## config.mk

```make
export PLATFORM = sky130hd
export DESIGN_NAME = lm_sm_sequencer
export DESIGN_NICKNAME = d
export VERILOG_FILES = /design/src/rtl/lm_sm_sequencer.sv
export SDC_FILE = /design/constraint.sdc
export NUM_CORES = 1
export LEC_CHECK = 0
export CAP_MARGIN = 10
export CORE_UTILIZATION = 42
export CTS_CLUSTER_DIAMETER = 50
export DETAILED_ROUTE_END_ITERATION = 12
export PLACE_DENSITY = 0.87
export SYNTH_ARGS = -nofsm -noshare
export SYNTH_HDL_FRONTEND = slang
export SYNTH_SLANG_ARGS = --single-unit
```

## constraint.sdc

```tcl
create_clock -name clk -period 2.55 [get_ports clk]
set_input_delay 0.51 -clock clk [delete_from_list [all_inputs] [get_ports clk]]
set_output_delay 0.51 -clock clk [all_outputs]
set_load 0.01 [all_outputs]
```

## src/rtl/lm_sm_sequencer.sv

```systemverilog
// LM/SM multi-word transfer engine: walks a register mask lowest-first and moves
// one word per cycle between the word memory and the register file.
module lm_sm_sequencer #(
    parameter int ADDR_W = 5,
    parameter int DATA_W = 16,
    parameter int NREG   = 8
) (
    input  logic                    clk,
    input  logic                    proc_rst,
    input  logic                    start,
    input  logic                    is_store,
    input  logic [ADDR_W-1:0]       base_addr,
    input  logic [NREG-1:0]         reg_mask,
    output logic [ADDR_W-1:0]       mem_addr,
    output logic [DATA_W-1:0]       mem_wdata,
    output logic                    mem_wr_n,
    output logic                    mem_rd_n,
    input  logic [DATA_W-1:0]       mem_rdata,
    output logic [$clog2(NREG)-1:0] rf_rd_idx,
    input  logic [DATA_W-1:0]       rf_rd_data,
    output logic                    rf_wr_en,
    output logic [$clog2(NREG)-1:0] rf_wr_idx,
    output logic [DATA_W-1:0]       rf_wr_data,
    output logic                    busy,
    output logic                    done
);

    localparam int IDX_W = $clog2(NREG);

    typedef enum logic [1:0] {
        IDLE  = 2'd0,
        XFER  = 2'd1,
        DRAIN = 2'd2,
        DONE  = 2'd3
    } state_t;

    state_t            state, state_nxt;
    logic [NREG-1:0]   mask_r;
    logic [NREG-1:0]   mask_rest;
    logic [ADDR_W-1:0] base_r;
    logic [ADDR_W-1:0] cnt;
    logic              store_r;
    logic [IDX_W-1:0]  cur_idx;

    // Priority encoder: lowest set bit wins because the loop runs high-to-low.
    function automatic logic [IDX_W-1:0] lowest_set(input logic [NREG-1:0] m);
        logic [IDX_W-1:0] idx;
        idx = '0;
        for (int i = NREG - 1; i >= 0; i--) begin
            if (m[i]) idx = IDX_W'(i);
        end
        return idx;
    endfunction

    assign cur_idx   = lowest_set(mask_r);
    assign mask_rest = mask_r & (mask_r - NREG'(1));

    // Address wraps naturally through truncation to ADDR_W.
    assign mem_addr  = base_r + cnt;
    assign mem_wdata = rf_rd_data;
    assign rf_rd_idx = cur_idx;

    always_ff @(posedge clk or negedge proc_rst) begin
        if (!proc_rst) begin
            state <= IDLE;
        end else begin
            // NOTE: sequential state uses non-blocking assignments so every register
            // samples pre-edge values, independent of statement order.
            state <= state_nxt;
        end
    end

    always_comb begin
        // NOTE: every output of this block is defaulted first so no path leaves a
        // signal unassigned, which would otherwise infer a latch.
        state_nxt = state;
        mem_wr_n  = 1'b1;
        mem_rd_n  = 1'b1;
        busy      = 1'b0;
        done      = 1'b0;
        case (state)
            IDLE: begin
                if (start) state_nxt = (reg_mask != '0) ? XFER : DONE;
            end
            XFER: begin
                busy = 1'b1;
                if (store_r) mem_wr_n = 1'b0;
                else         mem_rd_n = 1'b0;
                if (mask_rest == '0) state_nxt = store_r ? DONE : DRAIN;
            end
            DRAIN: begin
                busy      = 1'b1;
                state_nxt = DONE;
            end
            DONE: begin
                done      = 1'b1;
                state_nxt = IDLE;
            end
            default: state_nxt = IDLE;
        endcase
    end

    // Transfer context: latched at start so later input changes have no effect.
    always_ff @(posedge clk or negedge proc_rst) begin
        if (!proc_rst) begin
            mask_r  <= '0;
            base_r  <= '0;
            cnt     <= '0;
            store_r <= 1'b0;
        end else begin
            if (state == IDLE && start) begin
                mask_r  <= reg_mask;
                base_r  <= base_addr;
                store_r <= is_store;
                cnt     <= '0;
            end else if (state == XFER) begin
                mask_r  <= mask_rest;
                cnt     <= cnt + ADDR_W'(1);
            end
        end
    end

    // LM write-back trails the read issue by one cycle; the final one lands in DRAIN.
    always_ff @(posedge clk or negedge proc_rst) begin
        if (!proc_rst) begin
            rf_wr_en   <= 1'b0;
            rf_wr_idx  <= '0;
            rf_wr_data <= '0;
        end else begin
            rf_wr_en <= (state == XFER) && !store_r;
            if (state == XFER && !store_r) begin
                rf_wr_idx  <= cur_idx;
                rf_wr_data <= mem_rdata;
            end
        end
    end

endmodule

```

==> run summary, run 1 <==
Pre-CTS setup slack: 0.0924 ns
Synth Instances: 238
Starting Density: 44.3%
Via density per instance: 4.82
Max stage delay on crit path: 0.55 ns
Vias post-DR: 1719
RSZ-0062 raised after global routing: false
I/O pins: 97
Post-synthesis cell area: 2130 µm²
Length of the first detailed-routing pass in iterations: 4
Port Buf Inserts: 64
Post-synth top flop: dfrtp_1
H-tree depth: 2
Async SR Flop Fraction: 100%
Leakage power: 1.34 nW
Crit start category: flip-flop
Status: complete, no violations
Syn. warnings: 0
Overflow left after global routing: 0
Worst-case clock skew: 0.00621 ns
Finish-stage setup viols: 0
Total wire length: 4560 µm
ANT cells: 0
Drt drc: 0
Max Cap Violations: 0
Most common cell in the synthesized netlist: nand2_1
Die W: 73.3 µm
Reg2Reg Depth: 7
Final Hold Vio Count: 0
Pin count of the biggest net entering global routing: 42
Top cells by area, synth: dfrtp_1 (48%), nand2_1 (14%), buf_4 (6.0%), ha_1 (5.3%), o21ai_0 (2.3%)
Clock Sinks: 41
Post-synth top cells: nand2_1 (81), dfrtp_1 (41), buf_4 (17)
Final-stage net count: 348
Post-synth EDFFs: 0
Routed Antenna Nets: 0
Chip Height: 73.3 µm
Syn Area/Cell: 8.96 µm²
Core footprint: 4820 µm²
Register area share after synthesis: 48.1%
Final GP Congestion: 0.857
Met2 Routed Length: 2210 µm
First-pass GRT wire length: 7180 µm
Met1 wire length: 1990 µm
Post-synth top area cell: dfrtp_1
Rel. slew slack: 40.4%
CP max FO: 8
Worst hold-check path type: input port to async pin
WP buf/inv: 1
Post-DR wirelength/cell: 12.8 µm
Worst endpoint data arrival time: 1.93 ns
Fmax: 0.410 GHz
Vias in the first global route: 1658
Slew @ Worst Pin: 0.894 ns
CTS tree: yes
Yosys top cell area share: 48.1%
Post-DP HPWL: 3380 µm
Die area: 5370 µm²
Drt first-iter violations: 53
Crit-path cells: nor4_2 -> a21boi_2 -> clkdlybuf4s50_1
Final worst slack: 0.108 ns
Kind of end point of the critical path: primary output
Post-synth cell types: 38
Top Family by Delay on Critical Path: buffers and inverters
FP Rows: 25
Peak VDD IR: 0.725 mV
Cts bufs inserted: 5
Hold_ws: 0.331 ns
Slowest library cell on the worst path: clkdlybuf4s50_1
Setup CP Type: flip-flop to primary output
Post-route core utilization: 58.4%
Worst-path clk slew: 0.08 ns
Uppermost routed layer: met4
Fill count: 419
Clock latency on the worst-skew pair: 0.30 ns
Share of post-route cells with drive strength above 1: 7.93%
Min Tclk post-route: 2.44 ns
Syn Nets: 297
Initial antenna violation count: 0
Seq cells post-synth: 41
PwrDens: 1310 nW/µm²
Area Overhead vs Synth: 32.0%
Clock tree buffer depth: 2
Critical Path Stages: 3
GRT Overall Usage: 17.8%
Post-Route Setup TNS: 0 ns
Slew Limit Fails: 0
Wire length on met3: 249 µm
Clock root buffer: clkbuf_8
Final worst-path cycle share: 95.8%
Crit path required time: 2.04 ns
placed cells by master (no fill, tap or decap), drive strengths merged, types with 4 or more instances in the layout:
master         count
clkbuf             7
dfrtp             41
a21oi              7
xor2               4
xnor2              4
nor2              13
inv               11
o21ai             12
buf                5
clkdlybuf4s50     59
ha                 9
nand2             81
metrics by stage:
step	power, mW	cells	cell area [µm²]
2_1_floorplan	2.39	238	2130
3_3_place_gp	3.23	348	2710
3_5_place_dp	3.30	348	2710
4_1_cts	3.72	357	2810
5_1_grt	4.00	357	2820
6_report	3.69	357	2820
worst reg2reg max path: cells and delay by family (launching register included):
kind,cells,cell delay (ns)
buffers and inverters,1,0.12
AO/OA/AOI/OAI,2,0.22
adder cells (fa/ha/maj),1,0.38
flip-flops,1,0.42
AND/OR/NAND/NOR,3,0.85
cell families (layout without fill, tap and decap cells):
family / Yosys count / in the layout / share of synthesized area, %
AOI/OAI and AO/OA: 32 / 32 / 10.3
xor gates and xnor gates: 8 / 8 / 3.28
adders and majority gates: 10 / 10 / 6.22
buffers and inverters: 35 / 87 / 9.56
DFF: 41 / 41 / 48.1
muxes: 3 / 3 / 1.52
and+or+nand+nor: 109 / 109 / 21.1
what timing repair did:
item	4_1_cts	5_1_grt
endpoints found under the hold margin	0	0
hold buffers	0	0
setup buffers	1	0
pin swaps	0	0
setup endpoints to repair	4	4
resized for setup	3	7
path summary, 6_finish.rpt:
check / from / to / slack [ns]
setup / recovery: mask_r[0] / rf_rd_idx[2] / 0.11
hold / removal: proc_rst / base_r[3] / 0.33
hold reg to reg: rf_wr_data[1] / rf_wr_data[1] / 0.47
setup reg to reg: state[1] / mask_r[7] / 0.44
min in group clk: rf_wr_data[1] / rf_wr_data[1] / 0.47
max in group asynchronous: proc_rst / mask_r[7] / 1.65
sequential cells by signal, indices dropped and copies added, names as in the netlist:
name        flops
store_r         1
cnt             5
rf_wr_en        1
rf_wr_data     16
mask_r          8
base_r          5
rf_wr_idx       3
state           2
layer usage:
metal / track usage (%) / up-vias
li1: - / 852
met3: 3.43 / 10
met4: 10.0 / 0
met5: 0 / -
met2: 29.4 / 53
met1: 21.8 / 804
power by group:
group	internal (mW)	leakage, nW	switching (mW)
Sequential	0.955	0.515	0.261
Clock	0.193	0.0374	0.232
Combinational	1.07	0.790	0.981
Total	2.22	1.34	1.47
cell type report:
class,count,area [µm²],share of cell area (%)
multi-input combinational,162,912,32.4
inverter,11,41.3,1.47
clock inverter,2,15.0,0.533
sequential,41,1030,36.4
clock buffer,6,72.6,2.58
tap,67,83.8,2.98
timing repair buffer,68,664,23.6
(Power assumes the default switching activity.)
==> run 2: changes to the inputs <==
TNS_END_PERCENT = 1   (was unset)
==> run 2 against run 1 <==
Compared with the run above: non-clock buffer count unchanged; register-to-register slack about the same; clock power is essentially flat; total power is essentially flat; first-iteration DRC count unchanged; critical path type unchanged; critical endpoint is now rf_rd_idx[1]; largest cell class unchanged.
==> run summary, run 2 (synthesis results as in run 1) <==
CP max FO: 7
Finish-stage setup viols: 0
Cell area after layout: 2810 µm²
Area of placed instances: 2710 µm²
Total wire length: 4570 µm
PwrDens: 1310 nW/µm²
Min Tclk post-route: 2.50 ns
FP Rows: 25
Drt first-iter violations: 53
H-tree depth: 2
Post-Route Setup TNS: 0 ns
Clock latency on the worst-skew pair: 0.30 ns
Initial antenna violation count: 0
Vias post-DR: 1728
Reg-to-reg slack, setup: 0.43 ns
Vias in the first global route: 1658
Crit path required time: 2.04 ns
Post-DP HPWL: 3380 µm
Cts bufs inserted: 5
Commonest non-fill, non-tap cell in the layout: nand2_1
Slew @ Worst Pin: 0.895 ns
R2r endpoint: mask_r[7]
Setup CP Type: flip-flop to primary output
Max Cap Violations: 0
Area of the multi-input gates: 910 µm²
Rel. slew slack: 40.3%
Area Overhead vs Synth: 31.8%
Crit start category: flip-flop
Chip Height: 73.3 µm
Share of post-route cells with drive strength above 1: 7.59%
Worst r2r src: state[1]
First-pass GRT wire length: 7180 µm
Peak VDD IR: 0.725 mV
Max stage delay on crit path: 0.60 ns
Largest register FFs: 16
Overflow left after global routing: 0
Clock root buffer: clkbuf_8
Starting Density: 44.3%
Worst endpoint data arrival time: 1.99 ns
Hold buffer count at cts: 0
CTS tree: yes
Commonest non-fill, non-tap cells in the layout: nand2_1 (81), clkdlybuf4s50_1 (59), dfrtp_1 (41)
Crit-path cells: nor2_1 -> o21ai_0 -> a21boi_0 -> clkdlybuf4s50_1
Worst-path clk slew: 0.08 ns
Slew Limit Fails: 0
Via density per instance: 4.84
I/O pins: 97
Reg area: 1030 µm²
Status: complete, no violations
Length of the first detailed-routing pass in iterations: 4
Largest registers: rf_wr_data x16, mask_r x8
Clock tree buffer depth: 2
Fmax: 0.400 GHz
Clock Sinks: 41
Largest reg by FF count: rf_wr_data
Drt drc: 0
Leakage power: 1.34 nW
ANT cells: 0
Die W: 73.3 µm
Worst-case clock skew: 0.00621 ns
Fill count: 419
Final Hold Vio Count: 0
Final GP Congestion: 0.857
Die area: 5370 µm²
Slowest library cell on the worst path: clkdlybuf4s50_1
Final total power: 3.69 mW
Reg2Reg Depth: 7
Routed Antenna Nets: 0
Pin count of the biggest net entering global routing: 42
RSZ-0062 raised after global routing: true
Port Buf Inserts: 64
Worst hold-check path type: input port to async pin
Post-DR wirelength/cell: 12.8 µm
Kind of end point of the critical path: primary output
Core footprint: 4820 µm²
GRT Overall Usage: 17.8%
Final-stage net count: 348
Final worst-path cycle share: 98.1%
[run 2: through the flow]
stage	setup WS, ns	std cells	hold slack (ns)	util, %
6_report	0.0483	357	0.331	58.4
5_1_grt	-0.0337	357	0.401	58.4
4_1_cts	0.0404	357	0.360	58.2
3_5_place_dp	0.0924	348	0.461	56.3
3_3_place_gp	0.125	348	0.457	56.3
2_1_floorplan	0.610	238	0.214	-
[run 2: repair_timing]
action	CTS	global route
resized for setup	3	6
setup buffers	1	0
setup endpoints to repair	4	4
[run 2: report_power, final]
part           leakage [nW]  switching [mW]  total, mW  internal (mW)
Clock                0.0374           0.232      0.425          0.193
Combinational         0.790           0.983       2.05           1.06
Sequential            0.515           0.260       1.21          0.955
[run 2: area by class of cell]
cell class	instances	share of cell area [%]
Timing Repair Buffer	68	23.6
Clock buffer	6	2.58
Inverter	11	1.47
Sequential cell	41	36.5
Tap cell	67	2.98
Multi-Input combinational cell	162	32.3
Clock inverter	2	0.534
[run 2: worst max path at each step]
stage                    from      endpoint  cells past startpoint
floorplan              cnt[0]   mem_addr[4]                      7
global placement       cnt[0]   mem_addr[4]                      8
detailed placement     cnt[0]   mem_addr[4]                      8
CTS                    cnt[0]   mem_addr[2]                      5
global route        mask_r[4]  rf_rd_idx[1]                      4
finish              mask_r[4]  rf_rd_idx[1]                      4
[run 2: critical path, delay by kind of cell, from the launching register on]
kind,cells,cell delay [ns]
compound gates,2,0.37
buf+inv,1,0.60
flops,1,0.48
simple gates,1,0.25
[run 2: per-layer routing]
layer  track usage [%]  routed length [µm]  up-vias  part of all wire [%]
met5                 0                   0        -                     0
met2              29.4                2200       53                    48
met4              10.0                 108        0                   2.4
li1                  -                   -      851                     -
met1              21.8                2020      814                    44
met3              3.43                 249       10                   5.4
==> run 3: changes to the inputs <==
CORE_UTILIZATION = 40   (was 42)
PLACE_DENSITY = 0.78   (was 0.87)
clock period = 3.22 ns   (was 2.55 ns; I/O delays follow)
==> run 3 against run 2 <==
Compared with the run above: hold slack better by 0.13 ns; highest routed layer unchanged; global-route usage decreased by 0.91 points; design area rose by 0.80%; largest power group unchanged.
==> run summary, run 3 (synthesis results as in run 1) <==
First-pass GRT wire length: 7050 µm
Setup Buffers After CTS: 0
Share of post-route cells with drive strength above 1: 5.92%
Worst endpoint data arrival time: 2.27 ns
ANT cells: 0
Finish-stage setup viols: 0
Starting Density: 41.8%
Via density per instance: 4.80
Reg2Reg Depth: 7
Drt drc: 0
Chip Height: 75.0 µm
Worst-path clk slew: 0.07 ns
PwrDens: 1080 nW/µm²
Core footprint: 5110 µm²
Total wire length: 4430 µm
Vias in the first global route: 1566
Final-stage net count: 345
Largest register FFs: 16
Post-Route Setup TNS: 0 ns
Crit path required time: 2.58 ns
GRT Overall Usage: 16.9%
Commonest non-fill, non-tap cells in the layout: nand2_1 (81), clkdlybuf4s50_1 (63), dfrtp_1 (41)
H-tree depth: 2
Vias post-DR: 1713
RSZ-0062 raised after global routing: false
Port Buf Inserts: 64
Post-DP HPWL: 3200 µm
Post-DR wirelength/cell: 12.4 µm
Clock root buffer: clkbuf_8
Clock latency on the worst-skew pair: 0.30 ns
Final Hold Vio Count: 0
Max Cap Violations: 0
Pre-CTS setup slack: 0.611 ns
Min Tclk post-route: 2.91 ns
Status: complete, no violations
Crit start category: flip-flop
Crit-path cells: ha_1 -> inv_1 -> fa_1 -> inv_1 -> a21o_1 -> a21oi_1 -> xnor2_1 -> clkdlybuf4s50_1
Hold buffer count at cts: 0
I/O pins: 97
Worst hold-check path type: input port to async pin
Worst-case clock skew: 0.00427 ns
Leakage power: 1.33 nW
Slew @ Worst Pin: 0.906 ns
Slew Limit Fails: 0
Setup CP Type: flip-flop to primary output
Largest registers: rf_wr_data x16, mask_r x8
Clock Sinks: 41
CP max FO: 4
Reg-to-reg slack, setup: 1.17 ns
Cts bufs inserted: 5
Final worst slack: 0.308 ns
Final GP Congestion: 0.829
CP dominant cell by count: inv_1
Slowest library cell on the worst path: clkdlybuf4s50_1
Peak VDD IR: 0.431 mV
Final worst-path cycle share: 90.4%
Drt first-iter violations: 103
Commonest non-fill, non-tap cell in the layout: nand2_1
Die W: 75.0 µm
Non-Filler Instances: 357
FP Rows: 26
CTS tree: yes
Overflow left after global routing: 0
Final total power: 3.06 mW
Die area: 5630 µm²
Area Overhead vs Synth: 32.9%
Max stage delay on crit path: 0.55 ns
Fmax: 0.343 GHz
Post-cts sizing count: 0
Routed Antenna Nets: 0
Dpl cells: 349
Pin count of the biggest net entering global routing: 42
Length of the first detailed-routing pass in iterations: 4
Rel. slew slack: 39.6%
Initial antenna violation count: 0
Kind of end point of the critical path: primary output
Clock tree buffer depth: 2
Largest reg by FF count: rf_wr_data
-- run 3: cell count changes in the layout (fill, tap and decap cells not counted), moves of 2 or more --
cell             before  now
clkinvlp_4            2    0
dlymetal6s2s_1        2    0
buf_4                 4    1
bufinv_16             0    2
clkdlybuf4s50_1      59   63
-- run 3: final timing paths --
| path | endpoint | from |
|---|---|---|
| max in group asynchronous | cnt[2] | proc_rst |
| min in group clk | rf_wr_data[2] | rf_wr_data[2] |
| min | base_r[3] | proc_rst |
| max | mem_addr[4] | cnt[0] |
| min reg2reg | rf_wr_data[2] | rf_wr_data[2] |
| max reg2reg | mask_r[7] | state[1] |
-- run 3: routing by layer --
metal / GRT usage [%] / up-vias / routed length (µm)
li1: - / 852 / -
met1: 21.2 / 802 / 1990
met2: 27.5 / 52 / 2090
met3: 4.42 / 7 / 287
met4: 7.55 / 0 / 65
met5: 0 / - / 0
-- run 3: metrics by stage --
step	hold WS, ns	utilization, %	area, µm²
floorplan	0.348	-	2130
global placement	0.456	52.9	2700
detailed placement	0.463	52.9	2700
CTS	0.483	55.5	2840
global route	0.494	55.5	2840
finish	0.464	55.5	2840
-- run 3: final cells by class --
class / instances / area (µm²)
well taps: 70 / 87.6
fillers: 491 / 2270
clock buffers: 5 / 68.8
multi-input cells: 162 / 903
inverters: 11 / 41.3
repair buffers: 65 / 643
clock inverters: 3 / 65.1
flip-flops and latches: 41 / 1030
-- run 3: report_power, final --
part	leakage, nW	switching (mW)	total (mW)	internal (mW)
logic	0.751	0.750	1.61	0.856
registers	0.515	0.214	0.970	0.757
clock network	0.0681	0.177	0.485	0.308
total	1.33	1.14	3.06	1.92
-- run 3: critical path, delay by kind of cell, from the launching register on --
kind / cells / cell delay, ns
compound gates: 2 / 0.17
flops: 1 / 0.43
buf+inv: 3 / 0.67
fa+ha+maj: 2 / 0.59
xor+xnor: 1 / 0.13
